$ cat src/rtl/dda_stream_packer_pkg.sv
// Shared raycast definitions: column-word field layout and packer state encoding.
package dda_stream_packer_pkg;

   localparam int COLUMN_WORD_W = 38;
   localparam int HCOUNT_MSB    = 37;
   localparam int HCOUNT_LSB    = 29;
   localparam int HEIGHT_MSB    = 28;
   localparam int HEIGHT_LSB    = 21;
   localparam int WALLTYPE_BIT  = 20;
   localparam int MAP_MSB       = 19;
   localparam int MAP_LSB       = 16;
   localparam int WALLX_MSB     = 15;
   localparam int WALLX_LSB     = 0;

   typedef enum logic [1:0] {
      WAIT_FRAME = 2'd0,
      STREAM     = 2'd1,
      DRAIN      = 2'd2
   } t_packer_state;

endpackage

$ cat src/rtl/stream_skid_fifo2.sv
// Two-entry registered stream buffer; the head entry drives the output directly.
module stream_skid_fifo2 #(
   parameter int WIDTH = 39
) (
   input  logic             clk,
   input  logic             rst_n,
   input  logic             push,
   input  logic [WIDTH-1:0] push_data,
   input  logic             pop,
   output logic [WIDTH-1:0] head_data,
   output logic             head_valid,
   output logic [1:0]       count_next
);

   logic [WIDTH-1:0] mem_reg [2];
   logic             rd_ptr_reg;
   logic             wr_ptr_reg;
   logic [1:0]       count_reg;

   // Callers never push when full nor pop when empty.
   always_comb begin
      count_next = count_reg + {1'b0, push} - {1'b0, pop};
   end

   assign head_data  = mem_reg[rd_ptr_reg];
   assign head_valid = (count_reg != 2'd0);

   always_ff @(posedge clk or negedge rst_n) begin
      if (!rst_n) begin
         mem_reg[0] <= '0;
         mem_reg[1] <= '0;
         rd_ptr_reg <= 1'b0;
         wr_ptr_reg <= 1'b0;
         count_reg  <= 2'd0;
      end else begin
         if (push) begin
            mem_reg[wr_ptr_reg] <= push_data;
            wr_ptr_reg          <= ~wr_ptr_reg;
         end
         if (pop) begin
            rd_ptr_reg <= ~rd_ptr_reg;
         end
         count_reg <= count_next;
      end
   end

endmodule

$ cat src/rtl/dda_stream_packer.sv
// DDA-out transmit packer: clamps/packs ray columns, frames them with tlast.
// Optional DDA_PACKER_STATS_EN adds stall and per-frame column counters.
module dda_stream_packer
   import dda_stream_packer_pkg::*;
#(
   parameter int SCREEN_WIDTH  = 320,
   parameter int SCREEN_HEIGHT = 180
) (
   input  logic        pixel_clk_in,
   input  logic        rst_n_in,
   input  logic        frame_start_in,
   input  logic        dda_valid_in,
   input  logic [10:0] dda_hcount_in,
   input  logic [15:0] dda_line_height_in,
   input  logic        dda_wall_type_in,
   input  logic [3:0]  dda_map_data_in,
   input  logic [15:0] dda_wall_x_in,
   output logic        dda_ready_out,
   input  logic        fifo_tready_in,
   output logic        fifo_tvalid_out,
   output logic [37:0] fifo_tdata_out,
   output logic        fifo_tlast_out,
   output logic        frame_done_out,
   output logic        seq_err_out
`ifdef DDA_PACKER_STATS_EN
   ,
   output logic [15:0] stall_cycles_out,
   output logic [8:0]  frame_cols_out
`endif
);

   localparam logic [15:0] HEIGHT_CAP = 16'(SCREEN_HEIGHT);
   localparam logic [10:0] LAST_COL   = 11'(SCREEN_WIDTH - 1);
   localparam logic [10:0] COL_LIMIT  = 11'(SCREEN_WIDTH);

   t_packer_state            state_reg, state_next;
   logic                     ready_reg, ready_next;
   logic [10:0]              expected_reg;
   logic                     seq_err_reg;
   logic                     done_reg, done_next;
   logic                     start_frame;
   logic                     accept, in_range, push, pop, is_last, tlast_pop;
   logic [15:0]              height_clamped;
   logic [COLUMN_WORD_W-1:0] column_word;
   logic [COLUMN_WORD_W:0]   head;
   logic                     head_valid;
   logic [1:0]               count_next;

   assign accept   = dda_valid_in && ready_reg;
   assign in_range = (dda_hcount_in < COL_LIMIT);
   assign push     = accept && in_range;
   assign is_last  = push && (dda_hcount_in == LAST_COL);
   assign pop      = head_valid && fifo_tready_in;
   assign tlast_pop = pop && head[COLUMN_WORD_W];

   always_comb begin
      height_clamped = (dda_line_height_in > HEIGHT_CAP) ? HEIGHT_CAP : dda_line_height_in;
      column_word = '0;
      column_word[HCOUNT_MSB:HCOUNT_LSB] = dda_hcount_in[8:0];
      column_word[HEIGHT_MSB:HEIGHT_LSB] = height_clamped[7:0];
      column_word[WALLTYPE_BIT]          = dda_wall_type_in;
      column_word[MAP_MSB:MAP_LSB]       = dda_map_data_in;
      column_word[WALLX_MSB:WALLX_LSB]   = dda_wall_x_in;
   end

   stream_skid_fifo2 #(.WIDTH(COLUMN_WORD_W + 1)) u_buf (
      .clk        (pixel_clk_in),
      .rst_n      (rst_n_in),
      .push       (push),
      .push_data  ({is_last, column_word}),
      .pop        (pop),
      .head_data  (head),
      .head_valid (head_valid),
      .count_next (count_next)
   );

   always_comb begin
      state_next  = state_reg;
      start_frame = 1'b0;
      done_next   = 1'b0;
      case (state_reg)
         WAIT_FRAME: begin
            if (frame_start_in) begin
               state_next  = STREAM;
               start_frame = 1'b1;
            end
         end
         STREAM: begin
            if (is_last) state_next = DRAIN;
         end
         DRAIN: begin
            if (tlast_pop) begin
               state_next = WAIT_FRAME;
               done_next  = 1'b1;
            end
         end
         default: state_next = WAIT_FRAME;
      endcase
      // Registered ready looks at post-update occupancy, so a full buffer never sees a push.
      ready_next = (state_next == STREAM) && (count_next != 2'd2);
   end

   always_ff @(posedge pixel_clk_in or negedge rst_n_in) begin
      if (!rst_n_in) begin
         state_reg    <= WAIT_FRAME;
         ready_reg    <= 1'b0;
         expected_reg <= '0;
         seq_err_reg  <= 1'b0;
         done_reg     <= 1'b0;
      end else begin
         state_reg <= state_next;
         ready_reg <= ready_next;
         done_reg  <= done_next;
         if (start_frame) begin
            expected_reg <= '0;
            seq_err_reg  <= 1'b0;
         end else if (accept) begin
            expected_reg <= expected_reg + 11'd1;
            if (!in_range || (dda_hcount_in != expected_reg)) seq_err_reg <= 1'b1;
         end
      end
   end

   assign dda_ready_out   = ready_reg;
   assign fifo_tvalid_out = head_valid;
   assign fifo_tdata_out  = head[COLUMN_WORD_W-1:0];
   assign fifo_tlast_out  = head_valid && head[COLUMN_WORD_W];
   assign frame_done_out  = done_reg;
   assign seq_err_out     = seq_err_reg;

`ifdef DDA_PACKER_STATS_EN
   logic [15:0] stall_reg;
   logic [8:0]  col_count_reg;
   logic [8:0]  frame_cols_reg;

   always_ff @(posedge pixel_clk_in or negedge rst_n_in) begin
      if (!rst_n_in) begin
         stall_reg      <= '0;
         col_count_reg  <= '0;
         frame_cols_reg <= '0;
      end else if (start_frame) begin
         stall_reg      <= '0;
         col_count_reg  <= '0;
         frame_cols_reg <= '0;
      end else begin
         if (head_valid && !fifo_tready_in && (stall_reg != 16'hFFFF))
            stall_reg <= stall_reg + 16'd1;
         if (accept && (col_count_reg != 9'h1FF))
            col_count_reg <= col_count_reg + 9'd1;
         if (tlast_pop)
            frame_cols_reg <= col_count_reg;
      end
   end

   assign stall_cycles_out = stall_reg;
   assign frame_cols_out   = frame_cols_reg;
`endif

endmodule

$ cat config.mk
export PLATFORM = sky130hd
export DESIGN_NAME = dda_stream_packer
export DESIGN_NICKNAME = d
export VERILOG_FILES = /design/src/rtl/dda_stream_packer_pkg.sv /design/src/rtl/stream_skid_fifo2.sv /design/src/rtl/dda_stream_packer.sv
export SDC_FILE = /design/constraint.sdc
export NUM_CORES = 1
export LEC_CHECK = 0
export ABC_AREA = 1
export BUFFER_PORTS_ARGS = -buffer_cell sky130_fd_sc_hd__clkbuf_2
export CAP_MARGIN = 10
export CORE_ASPECT_RATIO = 1.2
export CORE_MARGIN = 2
export CORE_UTILIZATION = 55
export CTS_BUF_LIST = sky130_fd_sc_hd__clkbuf_4
export DETAILED_ROUTE_END_ITERATION = 10
export GPL_TIMING_DRIVEN = 0
export HOLD_SLACK_MARGIN = 0.02
export PLACE_DENSITY = 0.9
export SLEW_MARGIN = 10
export SYNTH_ARGS = -nofsm -noshare
export SYNTH_HDL_FRONTEND = slang
export SYNTH_SLANG_ARGS = --single-unit
$ cat constraint.sdc
create_clock -name pixel_clk_in -period 2.31 [get_ports pixel_clk_in]
set_input_delay 0.462 -clock pixel_clk_in [delete_from_list [all_inputs] [get_ports pixel_clk_in]]
set_output_delay 0.462 -clock pixel_clk_in [all_outputs]
set_load 0.03 [all_outputs]
; Word-level counts from Yosys, hierarchy flattened
; Index checks and enable logic that the tools add are counted.
[word_totals]
ff_bits = 98
input_bits = 53
out_inout_bits = 43
[op_classes]
add_sub_neg = 3
order_cmp = 5
n_eq_ne = 6
mux = 20
bitwise = 4
n_reduce_logical = 15
[op_table]
columns = operator, count
row1 = $mux W39, 4
row2 = $bwmux W78, 1
row3 = $demux W39 S1, 1
row4 = $mux W11, 2
row5 = $gt A16 B8 Y1 const B, 1
row6 = $add A11 B1 Y11 const B, 1
row7 = $eq A11 B9 Y1 const B, 1
row8 = $lt A11 B9 Y1 const B, 1
row9 = $ne A11 B11 Y1, 1
row10 = $logic_and A1 B1 Y1, 8
row11 = $mux W8, 1
row12 = $mux W1, 7
row13 = $mux W2, 3
row14 = $pmux W2 S3, 1
row15 = $reduce_bool A2 Y1, 3
row16 = $eq A2 B1 Y1 const B, 2
row17 = $ge A2 B2 Y1 const B, 2
row18 = $not A1 Y2, 2
row19 = $add A2 B1 Y2, 1
row20 = $eq A2 B2 Y1 const B, 1
row21 = $logic_not A2 Y1, 1
row22 = $lt A2 B1 Y1 const B, 1
row23 = $ne A2 B2 Y1 const B, 1
row24 = $not A1 Y1, 2
row25 = 4 further kinds, 4

; Logic depth before layout (Yosys ltp)
[depth]
word_depth = 9
mapped_depth = 10
depth_no_buf = 10

; Hierarchy
; Synthesis repeated with hierarchy kept, for this count alone.
[unflattened]
hier_cells = 614
hier_area_um2 = 4759.6
[by_module_without_submodules]
columns = mod, instances, cells_each, area_each_um2, seq_area_each_um2
row1 = stream_skid_fifo2, 1, 438, 3616.0, 2052.0
row2 = dda_stream_packer, 1, 176, 1143.6, 400.4

; Least setup slack after synthesis
; OpenSTA, ideal clock, no wires.
[synth_path]
kind = register to output
from = register u_buf.rd_ptr_reg
to = output port fifo_tdata_out[13]
arrival_time_ns = 1.462
slack_ns = 0.386
stages_incl_launch_ff = 4
n_path_buf = 2
cell_sequence = dfrtp_1 > clkbuf_1 > clkbuf_1 > o21ai_0
[synth_between]
elab_chain_len = 4
[synth_rtl]
columns = element, line
row1 = "start, declared", stream_skid_fifo2.sv:16  ; logic rd_ptr_reg;
row2 = "start signal, assigned", stream_skid_fifo2.sv:41  ; rd_ptr_reg <= ~rd_ptr_reg;
row3 = $not A1 Y2 (implied by the code), stream_skid_fifo2.sv:25  ; assign head_data = mem_reg[rd_ptr_reg];
row4 = $mux W39 (implied by the code) (3 in a row), stream_skid_fifo2.sv:25
row5 = "end, declared", dda_stream_packer.sv:21  ; output logic [37:0] fifo_tdata_out,
; No other way between the ends. The select of a mux whose other input is x is not followed.

; Final worst setup path
[layout_path]
from = register u_buf.rd_ptr_reg
to = output port fifo_tdata_out[37]
; The elaborated chain is that of the path after synthesis.

==> run_results.csv <==
group,metric,value,unit
global_routing,grt_pass1_wl,19300,µm
placement,numPortBuffers,95,
power,leakage,0.00301,µW
worst_setup_path,r2r-start,"u_buf.count_reg[1]",
synthesis,synth-seq-cells,98,
detailed_routing,drt_iter0_drc,342,
clock_network,post_cts_resized,7,
clock_network,clockBufferDepth,2,
detailed_routing,wire_per_inst,13.6,µm
finish,syn_to_final_growth,16.8,%
sta,tightest_slew,765,ps
finish,regArea,2450,µm²
sta,post-route-period-util,94.4,%
detailed_routing,drt_pass1_iterations,5,
detailed_routing,drc,0,
worst_setup_path,worstSetupPathDepth,6,
finish,final_layout_size_suffix_gt1_share,20.7,%
worst_setup_path,path_cells,"clkbuf_4 -> inv_2 -> clkbuf_4 -> nand2_1 -> nand2_1 -> buf_2",
worst_setup_path,cp.required,1850,ps
min_path,hp-class,"primary input to asynchronous set/reset pin",
clock_network,clkTransAtPathRegs,160,ps
power,p_sw_share,46.2,%
floorplanning,num_rows,36,
floorplanning,coreArea,8200,µm²
placement,place.gp.congestion,0.950,
sta,finalHoldViolCount,0,
detailed_routing,drt_wl_total,11400,µm
placement,placed_cells,819,
floorplanning,io_pins,96,
sta,finClkSkew,15.5,ps
worst_setup_path,path_max_fanout,10,
synthesis,synth_seq_area_share,52.2,%
synthesis,synth_nets,666,
floorplanning,die_area,9310,µm²
synthesis,syn-cell-area,4700,µm²
placement,placed_area,5330,µm²
sta,max_freq,0.459,GHz
finish,fin_cells,835,
sta,slew_viol_final,0,
finish,fin_area,5490,µm²
power,p_int,3630,µW
global_routing,grt_pass1_vias,4331,
worst_setup_path,rrSetupSlack,430,ps
finish,antenna_cells,0,
worst_setup_path,path_buf_inv,4,
clock_network,cts_inserted_buffers,9,
finish,multiInputGateArea,1850,µm²
sta,whs,56.2,ps
clock_network,post-cts-setup-buffers,0,
finish,n_fill_cell,704,
clock_network,cts_root_buf,"clkbuf_4",
sta,period_minus_slack,2180,ps
global_routing,grt_start_max_net_pins,99,
clock_network,cts_max_level,3,
run,cap_viol_max_count,0,
finish,final_nets,772,
worst_setup_path,slowest_delay,410,ps
worst_setup_path,crit_family,"buffers and inverters",
floorplanning,die_w,88.4,µm
placement,dp_hpwl,8440,µm
synthesis,synthCells,610,
clock_network,numClockSinks,98,
status,run_status,"finished clean",
finish,largest_reg_flops,78,
synthesis,ys_types,27,
worst_setup_path,end_kind,"output port",
sta,setup_viol,0,
worst_setup_path,reg2reg_to,"dda_ready_out",
power,comb_power_share,46.6,%
worst_setup_path,slowest_stage,"dfrtp_1",
synthesis,yosysWarningCount,0,
clock_network,clk_latency,430,ps
power,finalPower,6750,µW
detailed_routing,vias,4290,
worst_setup_path,critPathCapture,"fifo_tdata_out[37]",
clock_network,cts_tree,"built",
floorplanning,initial_core_util,57.3,%
detailed_routing,via_per_inst,5.14,
power,pwr_density_cell,1230,nW/µm²
power,p_switching,3110,µW
worst_setup_path,crit_path_start_kind,"flip-flop",
clock_network,hold_buffers,0,
worst_setup_path,path_class,"flip-flop to output port",
synthesis,synth_area_per_cell,7.71,µm²
global_routing,grt_overflow,0,
power,seqPwrFrac,39.7,%
global_routing,antenna_found_initial,0,
worst_setup_path,rr_worst_depth,10,
detailed_routing,antenna_left,0,
worst_setup_path,critPathLaunch,"u_buf.rd_ptr_reg",
sta,slew_headroom,49.0,%
worst_setup_path,crit_arrival,1720,ps
floorplanning,die_y,105,µm
power,irDropWorstVdd,614,µV
global_routing,grt_use_total,26.1,%
power,pwr-share-clk,13.7,%
logic make-up (layout without fill, tap and decap cells):
family                   after synthesis  in the layout  synth area share, %
flip-flops                            98             98                 52.2
buffers and inverters                 94            205                 8.57
AND/OR/NAND/NOR                      317            317                 26.8
adder cells (fa/ha/maj)                3              3                0.799
AO/OA/AOI/OAI                         94             94                 10.9
XOR/XNOR                               4              4                0.745
routing by layer:
| layer | global-route usage, % | vias up | wire length [µm] |
|---|---|---|---|
| met5 | 0 | - | 0 |
| met4 | 8.44 | 0 | 238 |
| met3 | 4.86 | 28 | 654 |
| met2 | 45.1 | 160 | 5910 |
| met1 | 32.6 | 2008 | 4560 |
| li1 | - | 2094 | - |
layout make-up:
class                      count  share of cell area [%]
timing repair buffer          95                    8.91
multi-input combinational    418                    33.6
tap                          114                    2.60
clock buffer                  10                    1.37
clock inverter                 6                    1.19
inverter                      70                    4.83
buffer                        24                    2.83
sequential                    98                    44.7
power groups by stage:
stage	clock network, µW	registers [µW]	logic, µW
2_1_floorplan	0	2650	2180
3_3_place_gp	0	2680	3000
3_5_place_dp	0	2720	3100
4_1_cts	927	2680	3140
5_1_grt	995	2750	3480
6_report	923	2680	3140
Yosys cell counts:
| cell | count | share of area (%) |
|---|---|---|
| nand4_1 | 3 | 0.40 |
| buf_2 | 5 | 0.53 |
| o21ai_0 | 67 | 7.1 |
| buf_6 | 2 | 0.48 |
| inv_1 | 67 | 5.3 |
| o31ai_1 | 1 | 0.16 |
| o21ai_1 | 3 | 0.32 |
| nor2_4 | 1 | 0.24 |
| dfrtp_1 | 98 | 52 |
| inv_2 | 2 | 0.16 |
| xnor2_1 | 2 | 0.37 |
| buf_4 | 7 | 1.1 |
| clkbuf_1 | 10 | 0.80 |
| nor3_1 | 6 | 0.64 |
| ha_1 | 3 | 0.80 |
| xor2_1 | 2 | 0.37 |
| a21oi_1 | 10 | 1.1 |
| a31oi_1 | 2 | 0.27 |
| o21a_1 | 2 | 0.32 |
| nor2_2 | 2 | 0.27 |
| nor2_8 | 1 | 0.43 |
| inv_4 | 1 | 0.13 |
| nand3_1 | 18 | 1.9 |
| o21ai_2 | 9 | 1.7 |
| nand2_1 | 263 | 21 |
| nand2_2 | 1 | 0.13 |
| nor2_1 | 22 | 1.8 |
worst min path at each step:
stage	startpoint	end	depth (start not counted)
after floorplan	rst_n_in	dda_ready_out	0
after global placement	state_reg[0]	frame_done_out	1
after detailed placement	state_reg[0]	frame_done_out	1
after CTS	rst_n_in	u_buf.mem_reg[14]	1
after global routing	rst_n_in	u_buf.mem_reg[14]	1
final	rst_n_in	u_buf.mem_reg[58]	1
metrics by stage:
step / setup slack, ps / setup TNS, ps / util, %
floorplan: 386 / 0 / -
global placement: -376 / -36200 / 64.9
detailed placement: 244 / 0 / 65.0
CTS: 24.0 / 0 / 66.8
global route: -3.04 / -4.63 / 67.0
finish: 130 / 0 / 67.0
cell usage in the layout, fill, tap and decap left out:
| cell type | instances |
|---|---|
| nand2_1 | 263 |
| o21a_1 | 2 |
| o21ai_2 | 9 |
| a21oi_1 | 10 |
| clkinvlp_4 | 1 |
| nor2_8 | 1 |
| nand2_2 | 1 |
| nand3_1 | 18 |
| inv_4 | 1 |
| nor2_1 | 22 |
| o21ai_1 | 3 |
| xor2_1 | 2 |
| inv_1 | 66 |
| clkinv_2 | 2 |
| buf_4 | 7 |
| clkbuf_8 | 1 |
| nor2_2 | 2 |
| o21ai_0 | 67 |
| buf_2 | 8 |
| a31oi_1 | 2 |
| xnor2_1 | 2 |
| nor3_1 | 6 |
| bufinv_16 | 1 |
| o31ai_1 | 1 |
| ha_1 | 3 |
| inv_6 | 2 |
| buf_6 | 2 |
| nor2_4 | 1 |
| clkbuf_4 | 16 |
| nand4_1 | 3 |
| clkbuf_1 | 4 |
| dfrtp_1 | 98 |
| clkbuf_2 | 91 |
| inv_2 | 3 |
No activity file was read; power rests on OpenSTA's default activity.
